$ cat config.mk
export PLATFORM = sky130hd
export DESIGN_NAME = target_box_detect
export DESIGN_NICKNAME = d
export VERILOG_FILES = /design/src/rtl/target_box_detect.sv
export SDC_FILE = /design/constraint.sdc
export NUM_CORES = 1
export LEC_CHECK = 0
export BUFFER_PORTS_ARGS = -buffer_cell sky130_fd_sc_hd__buf_2
export CORE_UTILIZATION = 50
export DETAILED_ROUTE_END_ITERATION = 7
export HOLD_SLACK_MARGIN = 0.05
export PLACE_DENSITY = 0.71
export SLEW_MARGIN = 20
export SYNTH_ARGS = -nofsm -noshare
export SYNTH_HDL_FRONTEND = slang
export SYNTH_SLANG_ARGS = --single-unit
$ cat constraint.sdc
create_clock -name sclk -period 2.8 [get_ports sclk]
set_input_delay 0.56 -clock sclk [delete_from_list [all_inputs] [get_ports sclk]]
set_output_delay 0.56 -clock sclk [all_outputs]
set_load 0.02 [all_outputs]
$ cat src/rtl/target_box_detect.sv
// target_box_detect: per-frame bounding box and foreground count of a mask.
// Build macro BOX_OVERLAY_EN draws the published box onto data_o.
module target_box_detect #(
    parameter int          H_ACTIVE   = 640,
    parameter int          V_ACTIVE   = 480,
    parameter int          MIN_PIXELS = 64,
    parameter logic [15:0] BOX_COLOR  = 16'hF800
) (
    input  logic        sclk,
    input  logic        s_rst_n,
    input  logic        vsync_i,
    input  logic        hsync_i,
    input  logic        data_en_i,
    input  logic [15:0] bin_data_i,
    output logic        vsync_o,
    output logic        hsync_o,
    output logic        data_en_o,
    output logic [15:0] data_o,
    output logic [10:0] box_x_min,
    output logic [10:0] box_x_max,
    output logic [10:0] box_y_min,
    output logic [10:0] box_y_max,
    output logic [19:0] pix_cnt,
    output logic        box_valid,
    output logic        box_update
);

    localparam logic [10:0] LP_H   = 11'(H_ACTIVE);
    localparam logic [10:0] LP_V   = 11'(V_ACTIVE);
    localparam logic [19:0] LP_MIN = 20'(MIN_PIXELS);

    typedef enum logic [1:0] {
        WAIT_SYNC = 2'd0,
        ACCUM     = 2'd1,
        PUBLISH   = 2'd2
    } state_t;

    state_t      r_state;
    state_t      w_next;
    logic        w_publish;

    logic        r_vs_d;
    logic        r_de_d;
    logic        w_vs_rise;
    logic        w_line_end;
    logic [10:0] r_x;
    logic [10:0] r_y;
    logic [10:0] w_x;
    logic [10:0] w_y;
    logic        w_hit;

    logic        r_pend;
    logic [19:0] r_cnt;
    logic [10:0] r_xmin;
    logic [10:0] r_xmax;
    logic [10:0] r_ymin;
    logic [10:0] r_ymax;

    logic        w_use_hit;
    logic        w_take;
    logic        w_empty;
    logic [19:0] w_b_cnt;
    logic [10:0] w_b_xmin;
    logic [10:0] w_b_xmax;
    logic [10:0] w_b_ymin;
    logic [10:0] w_b_ymax;
    logic [19:0] w_n_cnt;
    logic [10:0] w_n_xmin;
    logic [10:0] w_n_xmax;
    logic [10:0] w_n_ymin;
    logic [10:0] w_n_ymax;

    logic [15:0] w_pix_out;

    // A vsync rise restarts the frame on this very pixel, so it is column/row 0
    assign w_vs_rise  = vsync_i & ~r_vs_d;
    assign w_line_end = r_de_d & ~data_en_i;
    assign w_x        = w_vs_rise ? 11'd0 : r_x;
    assign w_y        = w_vs_rise ? 11'd0 : r_y;
    assign w_hit      = data_en_i & bin_data_i[0] & (w_x < LP_H) & (w_y < LP_V);

    // Edge detectors and pixel position counters (saturating, never wrap)
    always_ff @(posedge sclk or negedge s_rst_n) begin
        if (!s_rst_n) begin
            r_vs_d <= 1'b0;
            r_de_d <= 1'b0;
            r_x    <= 11'd0;
            r_y    <= 11'd0;
        end else begin
            r_vs_d <= vsync_i;
            r_de_d <= data_en_i;
            if (data_en_i) begin
                r_x <= (&w_x) ? w_x : w_x + 11'd1;
            end else if (w_vs_rise || w_line_end) begin
                r_x <= 11'd0;
            end
            if (w_vs_rise) begin
                r_y <= 11'd0;
            end else if (w_line_end && !(&r_y)) begin
                r_y <= r_y + 11'd1;
            end
        end
    end

    // Frame state register
    always_ff @(posedge sclk or negedge s_rst_n) begin
        if (!s_rst_n) begin
            r_state <= WAIT_SYNC;
        end else begin
            r_state <= w_next;
        end
    end

    // Next state and selection of the accumulator base for this pixel
    always_comb begin
        w_next    = r_state;
        w_publish = 1'b0;
        w_use_hit = 1'b1;
        w_b_cnt   = r_cnt;
        w_b_xmin  = r_xmin;
        w_b_xmax  = r_xmax;
        w_b_ymin  = r_ymin;
        w_b_ymax  = r_ymax;
        unique case (r_state)
            WAIT_SYNC: begin
                w_b_cnt   = 20'd0;
                w_b_xmin  = 11'd0;
                w_b_xmax  = 11'd0;
                w_b_ymin  = 11'd0;
                w_b_ymax  = 11'd0;
                w_use_hit = w_vs_rise;
                if (w_vs_rise) w_next = ACCUM;
            end
            ACCUM: begin
                // Old frame is frozen; the rising-edge pixel waits in r_pend
                w_use_hit = ~w_vs_rise;
                if (w_vs_rise) w_next = PUBLISH;
            end
            PUBLISH: begin
                w_publish = 1'b1;
                w_next    = ACCUM;
                w_b_cnt   = {19'd0, r_pend};
                w_b_xmin  = 11'd0;
                w_b_xmax  = 11'd0;
                w_b_ymin  = 11'd0;
                w_b_ymax  = 11'd0;
            end
            default: w_next = WAIT_SYNC;
        endcase
    end

    // Fold the current pixel into the selected base
    always_comb begin
        w_take   = w_hit & w_use_hit;
        w_empty  = (w_b_cnt == 20'd0);
        w_n_cnt  = w_b_cnt;
        w_n_xmin = w_b_xmin;
        w_n_xmax = w_b_xmax;
        w_n_ymin = w_b_ymin;
        w_n_ymax = w_b_ymax;
        if (w_take) begin
            w_n_cnt  = (&w_b_cnt) ? w_b_cnt : w_b_cnt + 20'd1;
            w_n_xmin = (w_empty || w_x < w_b_xmin) ? w_x : w_b_xmin;
            w_n_xmax = (w_empty || w_x > w_b_xmax) ? w_x : w_b_xmax;
            w_n_ymin = (w_empty || w_y < w_b_ymin) ? w_y : w_b_ymin;
            w_n_ymax = (w_empty || w_y > w_b_ymax) ? w_y : w_b_ymax;
        end
    end

    // Frame accumulators
    always_ff @(posedge sclk or negedge s_rst_n) begin
        if (!s_rst_n) begin
            r_pend <= 1'b0;
            r_cnt  <= 20'd0;
            r_xmin <= 11'd0;
            r_xmax <= 11'd0;
            r_ymin <= 11'd0;
            r_ymax <= 11'd0;
        end else begin
            r_pend <= (r_state == ACCUM) & w_vs_rise & w_hit;
            r_cnt  <= w_n_cnt;
            r_xmin <= w_n_xmin;
            r_xmax <= w_n_xmax;
            r_ymin <= w_n_ymin;
            r_ymax <= w_n_ymax;
        end
    end

    // Published box, count and update pulse
    always_ff @(posedge sclk or negedge s_rst_n) begin
        if (!s_rst_n) begin
            box_x_min  <= 11'd0;
            box_x_max  <= 11'd0;
            box_y_min  <= 11'd0;
            box_y_max  <= 11'd0;
            pix_cnt    <= 20'd0;
            box_valid  <= 1'b0;
            box_update <= 1'b0;
        end else begin
            box_update <= w_publish;
            if (w_publish) begin
                pix_cnt <= r_cnt;
                if (r_cnt == 20'd0) begin
                    box_x_min <= 11'd0;
                    box_x_max <= 11'd0;
                    box_y_min <= 11'd0;
                    box_y_max <= 11'd0;
                    box_valid <= 1'b0;
                end else begin
                    box_x_min <= r_xmin;
                    box_x_max <= r_xmax;
                    box_y_min <= r_ymin;
                    box_y_max <= r_ymax;
                    box_valid <= (r_cnt >= LP_MIN);
                end
            end
        end
    end

`ifdef BOX_OVERLAY_EN
    logic w_in_x;
    logic w_in_y;
    logic w_on_col;
    logic w_on_row;
    logic w_edge;

    assign w_in_x    = (w_x >= box_x_min) && (w_x <= box_x_max);
    assign w_in_y    = (w_y >= box_y_min) && (w_y <= box_y_max);
    assign w_on_col  = ((w_x == box_x_min) || (w_x == box_x_max)) && w_in_y;
    assign w_on_row  = ((w_y == box_y_min) || (w_y == box_y_max)) && w_in_x;
    assign w_edge    = box_valid & data_en_i & (w_on_col | w_on_row);
    assign w_pix_out = w_edge ? BOX_COLOR : bin_data_i;
`else
    logic [15:0] w_unused_color;

    assign w_unused_color = BOX_COLOR;
    assign w_pix_out      = bin_data_i;
`endif

    // Video path, one register stage
    always_ff @(posedge sclk or negedge s_rst_n) begin
        if (!s_rst_n) begin
            vsync_o   <= 1'b0;
            hsync_o   <= 1'b0;
            data_en_o <= 1'b0;
            data_o    <= 16'd0;
        end else begin
            vsync_o   <= vsync_i;
            hsync_o   <= hsync_i;
            data_en_o <= data_en_i;
            data_o    <= w_pix_out;
        end
    end

endmodule

==> impl_metrics.tcl, run 1 <==
set metrics [dict create \
    drtPass1Iterations 5 \
    die_y_um 137.4 \
    finalClockSkew_ns 0.01356 \
    dpl_cell_area_mm2 0.01018 \
    grtUsageTotal_pct 24.82 \
    status "finished, final reports clean" \
    core_mm2 0.01796 \
    async_flop_share_pct 100.0 \
    cp-start-kind "register" \
    worst-setup-path-type "reg2reg" \
    ys_ff_latch 174 \
    drtIter0Drc 592 \
    cts_buffers 17 \
    cts_tree "done" \
    ff2ff_setup_slack_ns 0.07 \
    synth_edf_count 0 \
    max-slew-margin-rel_pct 38.94 \
    hold_viol 0 \
    finalNonFillerCells 1282 \
    clkSlewWorstSetupHoldPaths_ns 0.08 \
    powerDensity_mw_per_mm2 621.1 \
    wirelength_um 22490 \
    endpoint_kind "register" \
    highest_layer "met4" \
    grt_start_max_net_pins 70 \
    die_w_um 137.4 \
    hold_path_class "in2async" \
    max_slew.worst_pin.slew_ns 0.9139 \
    ir_worst_vdd_mv 0.4581 \
    p_leak_nw 5.419 \
    io_pins 106 \
    yosysWarnings 0 \
    ctsHoldBuffers 0 \
    finalPower_mw 6.721 \
    htree_levels 4 \
    yosysSeqAreaShare_pct 47.50 \
    drc 0 \
    final_max_slew_viol_count 0 \
    antenna_found_initial 0 \
    place_inst 1245 \
    cts_buffer_depth 2 \
    crit_required_ns 3.12 \
    synth_cells 914 \
    routed-wl-met2_um 10040 \
    clock_latency_ns 0.44 \
    first_global_vias 6975 \
    wl_per_cell_um 17.54 \
    via_count 7654 \
    place_congestion 0.8888 \
    grt_pass1_wl_um 36460 \
    cp_max_fo 9 \
    drv_cap 0 \
    m1WireLength_um 10580 \
    synth_flop_cell "dfrtp_1" \
    ys_types 82 \
    avgSynthCellArea_um2 10.03 \
    r2r-end "r_xmax[0]" \
    final_area_mm2 0.01082 \
    rows 49 \
    start_util_pct 51.03 \
    ant_nets 0 \
    dp_slack_ns -0.1088 \
    cts.sinks 174 \
    die_area_mm2 0.01888 \
    routed_via_density 5.970 \
    nets 1099 \
    hpwl_um 15470 \
    wl_met3_um 1397 \
    antenna_cells 0 \
    setup_viol 0 \
    fin_setup_tns_ns 0 \
    fmax_mhz 367.0 \
    setup_ws_ns 0.07492 \
    syn_area_mm2 0.009166 \
    ff2ff_path_depth 9 \
    place.port_buffers 105 \
    areaGrowthSynthToFinish_pct 18.05 \
    synthesis.nets 973 \
    period_minus_slack_ns 2.725 \
    cp_data_arrival_time_ns 3.05 \
    clockRootBuffer "clkbuf_16" \
    drive_above_1_share_pct 23.08 \
    worst_r2r_startpoint "vsync_o" \
    fin_crit_sh_pct 97.32 \
    grt_overflow 0 \
]
==> stage by stage <==
step	hold slack [ns]	util [%]
6_report	0.08045	60.24
5_1_grt	0.1017	60.24
4_1_cts	0.08613	59.99
3_5_place_dp	0.4577	56.66
3_3_place_gp	0.4524	56.66
2_1_floorplan	0.2644	-
==> per-layer routing <==
| layer | vias up | GRT usage [%] |
|---|---|---|
| met1 | 3737 | 35.94 |
| met5 | - | 0 |
| li1 | 3589 | - |
| met2 | 291 | 36.93 |
| met3 | 37 | 4.231 |
| met4 | 0 | 9.402 |
==> synth_stat cells (20+ instances only) <==
master	count	area (um^2)
clkbuf_1	29	108.9
dfrtp_1	174	4354
mux2i_1	27	270.3
nand2_1	143	536.8
nand4_1	20	125.1
o211ai_1	23	172.7
a22o_1	44	385.4
inv_1	25	93.84
nor2_1	69	259.0
ha_1	38	475.5
nand3_1	39	195.2
==> cell usage in the layout (no fill, tap or decap), drive strengths merged, types with 3 or more instances in the layout <==
master / synthesis / final
ha: 38 / 38
a31o: 4 / 4
a21o: 11 / 11
nand2: 145 / 145
a22o: 44 / 44
mux2i: 27 / 27
or4: 4 / 4
and2: 20 / 20
a221oi: 18 / 18
and3: 7 / 7
nor4: 6 / 6
nor3: 20 / 20
nand4: 22 / 22
xor2: 11 / 11
and4: 8 / 8
clkinv: 0 / 6
inv: 28 / 36
xnor2: 12 / 12
nor2b: 7 / 7
clkbuf: 31 / 17
a21boi: 6 / 6
nor2: 69 / 69
nand3: 40 / 40
a31oi: 7 / 7
nand2b: 11 / 12
o31ai: 4 / 4
buf: 31 / 168
a211oi: 3 / 3
a32oi: 10 / 10
dfrtp: 174 / 174
a21oi: 9 / 9
o21ai: 19 / 19
o2111ai: 11 / 11
o211ai: 23 / 23
o21a: 5 / 5
==> cell type report <==
cell class,instances,area [um^2]
fill,1519,7143
clock inverter,15,170.2
clock buffer,17,425.4
multi-input combinational,651,4428
inverter,28,107.6
sequential,174,4357
tap,229,286.5
timing repair buffer,168,1046
==> power breakdown <==
group	internal [mW]	switching, mW
clock	1.20	1.14
combinational	0.571	1.06
sequential	2.65	0.0996
total	4.42	2.30
==> flip-flops by register name, summed over array words and instances (netlist names), 2 cells and up <==
register   flops
r_x           11
r_ymax        11
r_y           11
box_y_min     11
pix_cnt       20
box_y_max     11
r_xmin        11
r_xmax        11
box_x_max     11
box_x_min     11
data_o        16
r_cnt         20
r_state        2
r_ymin        11
==> critical path: stages (launching register included) <==
cell	delay [ns]
dfrtp_2	0.43
nand2b_4	0.20
and2_1	0.20
ha_1	0.31
and4_1	0.23
o211ai_1	0.14
a211o_1	0.27
a311oi_2	0.34
buf_4	0.17
mux2_2	0.32
==> cell families (layout without fill, tap and decap cells) <==
kind of cell / Yosys count / count (layout) / synth area share, %
compound gates: 193 / 193 / 17.34
xor+xnor: 23 / 23 / 2.402
simple gates: 367 / 368 / 19.57
buf+inv: 90 / 228 / 4.805
flops: 174 / 174 / 47.50
fa+ha+maj: 39 / 39 / 5.310
mux: 28 / 28 / 3.071
==> worst max-delay path by stage <==
| stage | cells after the start | end | start |
|---|---|---|---|
| 5_1_grt | 9 | r_xmax[3] | r_state[0] |
| 2_1_floorplan | 14 | r_ymin[5] | vsync_i |
| 3_5_place_dp | 11 | r_ymax[7] | vsync_i |
| 3_3_place_gp | 11 | r_ymax[0] | vsync_i |
| 6_report | 9 | r_xmax[0] | vsync_o |
| 4_1_cts | 9 | r_xmax[3] | vsync_o |
==> repair_timing <==
item | CTS | global route
setup buffers | 0 | 4
setup endpoints to repair | 1 | 20
pin swaps | 0 | 2
cloned | 0 | 1
gates resized for setup | 1 | 2
No activity file was read; power rests on OpenSTA's default activity.
==> run 2: changes to the inputs <==
--- a/config.mk
+++ b/config.mk
@@ -5,6 +5,7 @@
 export SDC_FILE = /design/constraint.sdc
 export NUM_CORES = 1
 export LEC_CHECK = 0
+export ABC_AREA = 1
 export BUFFER_PORTS_ARGS = -buffer_cell sky130_fd_sc_hd__buf_2
 export CORE_UTILIZATION = 50
 export DETAILED_ROUTE_END_ITERATION = 7
==> impl_metrics.tcl, run 2 <==
set metrics [dict create \
    worst_r2r_startpoint "r_state[0]" \
    synth_edf_count 0 \
    fin_setup_tns_ns 0 \
    cp_data_arrival_time_ns 2.81 \
    ant_nets 0 \
    ff2ff_setup_slack_ns 0.32 \
    finalPower_mw 6.449 \
    cts.sinks 174 \
    place_congestion 0.9193 \
    rsz0062_at_grt "no" \
    grt_start_max_net_pins 79 \
    worst_hold_slack_ns 0.07476 \
    path_delay_family "simple AND/OR/NAND/NOR gates" \
    layout_common_cells "374 x nand2_1, 173 x dfrtp_1, 120 x nand3_1" \
    hpwl_um 15060 \
    hold_path_class "in2async" \
    nets 1297 \
    finalNonFillerCells 1476 \
    synth.cells.most_frequent "374 x nand2_1, 174 x dfrtp_1, 120 x nand3_1" \
    status "finished, final reports clean" \
    grt_overflow 0 \
    place.port_buffers 105 \
    syn_area_mm2 0.008905 \
    cp_common_cell "o21ai_0" \
    highest_layer "met4" \
    drv_cap 0 \
    place_inst 1444 \
    antenna_cells 0 \
    cts_buffer_depth 2 \
    clockRootBuffer "clkbuf_16" \
    finalClockSkew_ns 0.01135 \
    powerDensity_mw_per_mm2 617.7 \
    async_flop_share_pct 100.0 \
    cp_max_fo 10 \
    antenna_found_initial 0 \
    power_switching_mw 2.149 \
    swShare_pct 33.32 \
    post-synth-top-area-cell "dfrtp_1" \
    routed_via_density 5.174 \
    worst-setup-path-type "reg2reg" \
    fmax_mhz 403.9 \
    htree_levels 4 \
    power_frac_comb_pct 21.2 \
    yosysWarnings 0 \
    max_slew.worst_pin.slew_ns 0.7655 \
    ys_ff_latch 174 \
    crit_required_ns 3.14 \
    ir_worst_vdd_mv 0.6861 \
    wl_per_cell_um 14.35 \
    grt_pass1_wl_um 35270 \
    via_count 7637 \
    m1WireLength_um 10180 \
    avgSynthCellArea_um2 7.979 \
    max-slew-margin-rel_pct 48.97 \
    endpoint "r_cnt[2]" \
    die_area_mm2 0.01835 \
    core_mm2 0.01736 \
    ff2ff_path_depth 11 \
    wl_met3_um 921 \
    p_int_mw 4.300 \
    wirelength_um 21180 \
    drc 0 \
    drtIter0Drc 505 \
    setup_viol 0 \
    pwr-share-clk_pct 36.9 \
    synth_most_common_cell "nand2_1" \
    cts_buffers 17 \
    ys_types 41 \
    cp.depth 11 \
    io_pins 106 \
    reg.largest.list "pix_cnt x20, r_cnt x20, data_o x16" \
    grtUsageTotal_pct 24.43 \
    period_minus_slack_ns 2.476 \
    endpoint_kind "register" \
    clkSlewWorstSetupHoldPaths_ns 0.07 \
    max_stage_delay_ns 0.45 \
    hold_viol 0 \
    final_common_cell "nand2_1" \
    drtPass1Iterations 7 \
    yosysSeqAreaShare_pct 48.90 \
    cts_tree "done" \
    fin_crit_sh_pct 88.43 \
    drive_above_1_share_pct 16.39 \
    rows 48 \
    die_y_um 135.5 \
    die_w_um 135.5 \
    clock_latency_ns 0.44 \
    power_frac_seq_pct 42.0 \
    final_max_slew_viol_count 0 \
    worstPathCellList "inv_2 > nand2_2 > o22ai_2 > ha_1 > nand4_1 > nor4_4 > nand3_2 > inv_1 > buf_4 > o21ai_0 > o21ai_0" \
    cp-start-kind "register" \
    synth_flop_cell "dfrtp_1" \
    r2r-end "r_cnt[2]" \
    start_util_pct 51.30 \
    crit_start "r_state[0]" \
    areaGrowthSynthToFinish_pct 17.24 \
    slowest_stage "dfrtp_2" \
    synth_top_cell_area_share_pct 48.90 \
    synthesis.nets 1175 \
    worst-path-buf-inv 3 \
    synth_cells 1116 \
    routed-wl-met2_um 9680 \
    p_leak_nw 5.900 \
    synthTopCellsByArea "dfrtp_1 49%, nand2_1 16%, nand3_1 6.7%, ha_1 5.3%, inv_1 4.7%" \
    first_global_vias 7179 \
]
run 2: how the worst min path moves through the flow:
stage | depth (start not counted) | startpoint | end | slack [ns]
floorplan | 0 | s_rst_n | box_update | 0.26
global placement | 2 | box_x_max[7] | box_x_max[7] | 0.46
detailed placement | 2 | box_y_min[6] | box_y_min[6] | 0.46
CTS | 1 | s_rst_n | data_o[6] | 0.10
global route | 1 | s_rst_n | data_o[12] | 0.12
finish | 1 | s_rst_n | data_o[6] | 0.07
run 2: kinds of logic (layout without fill, tap and decap cells):
logic type	after synthesis	count (layout)	share of synthesized area, %
buf+inv	157	292	7.728
flops	174	174	48.90
compound gates	107	107	6.421
fa+ha+maj	38	38	5.339
xor+xnor	18	18	1.770
simple gates	622	622	29.84
run 2: layer usage:
| metal | vias up | track usage [%] |
|---|---|---|
| met5 | - | 0 |
| met4 | 0 | 8.552 |
| met3 | 35 | 4.826 |
| met2 | 203 | 37.83 |
| met1 | 3589 | 34.13 |
| li1 | 3810 | - |
run 2: what timing repair did:
| item | CTS | global route |
|---|---|---|
| buffers inserted | 0 | 0 |
| hold buffers | 0 | 0 |
| gates resized for setup | 0 | 1 |
| endpoints found under the setup margin | 0 | 1 |
run 2: area by class of cell:
cell class                 count  area [um^2]
sequential                   174         4355
clock inverter                15        177.7
clock buffer                  17        425.4
timing repair buffer         144        899.6
multi-input combinational    785         3865
tap                          225        281.5
inverter                     116        435.4
fill                        1526         6917
run 2: per-stage QoR:
stage          instance area (um^2)  utilization [%]  setup slack, ns
2_1_floorplan                  8905                -           0.1571
3_3_place_gp                   9834            56.66           0.1100
3_5_place_dp                   9834            56.66          0.07070
4_1_cts                       10440            60.14           0.3458
5_1_grt                       10440            60.15          0.09103
6_report                      10440            60.15           0.3240
run 2: power by group through the flow:
stage | registers (mW) | logic [mW] | clock network [mW]
after detailed placement | 2.76 | 1.36 | 0
after CTS | 2.71 | 1.37 | 2.43
final | 2.71 | 1.36 | 2.38
after global placement | 2.75 | 1.34 | 0
after global routing | 2.72 | 1.53 | 2.54
after floorplan | 2.81 | 0.880 | 0
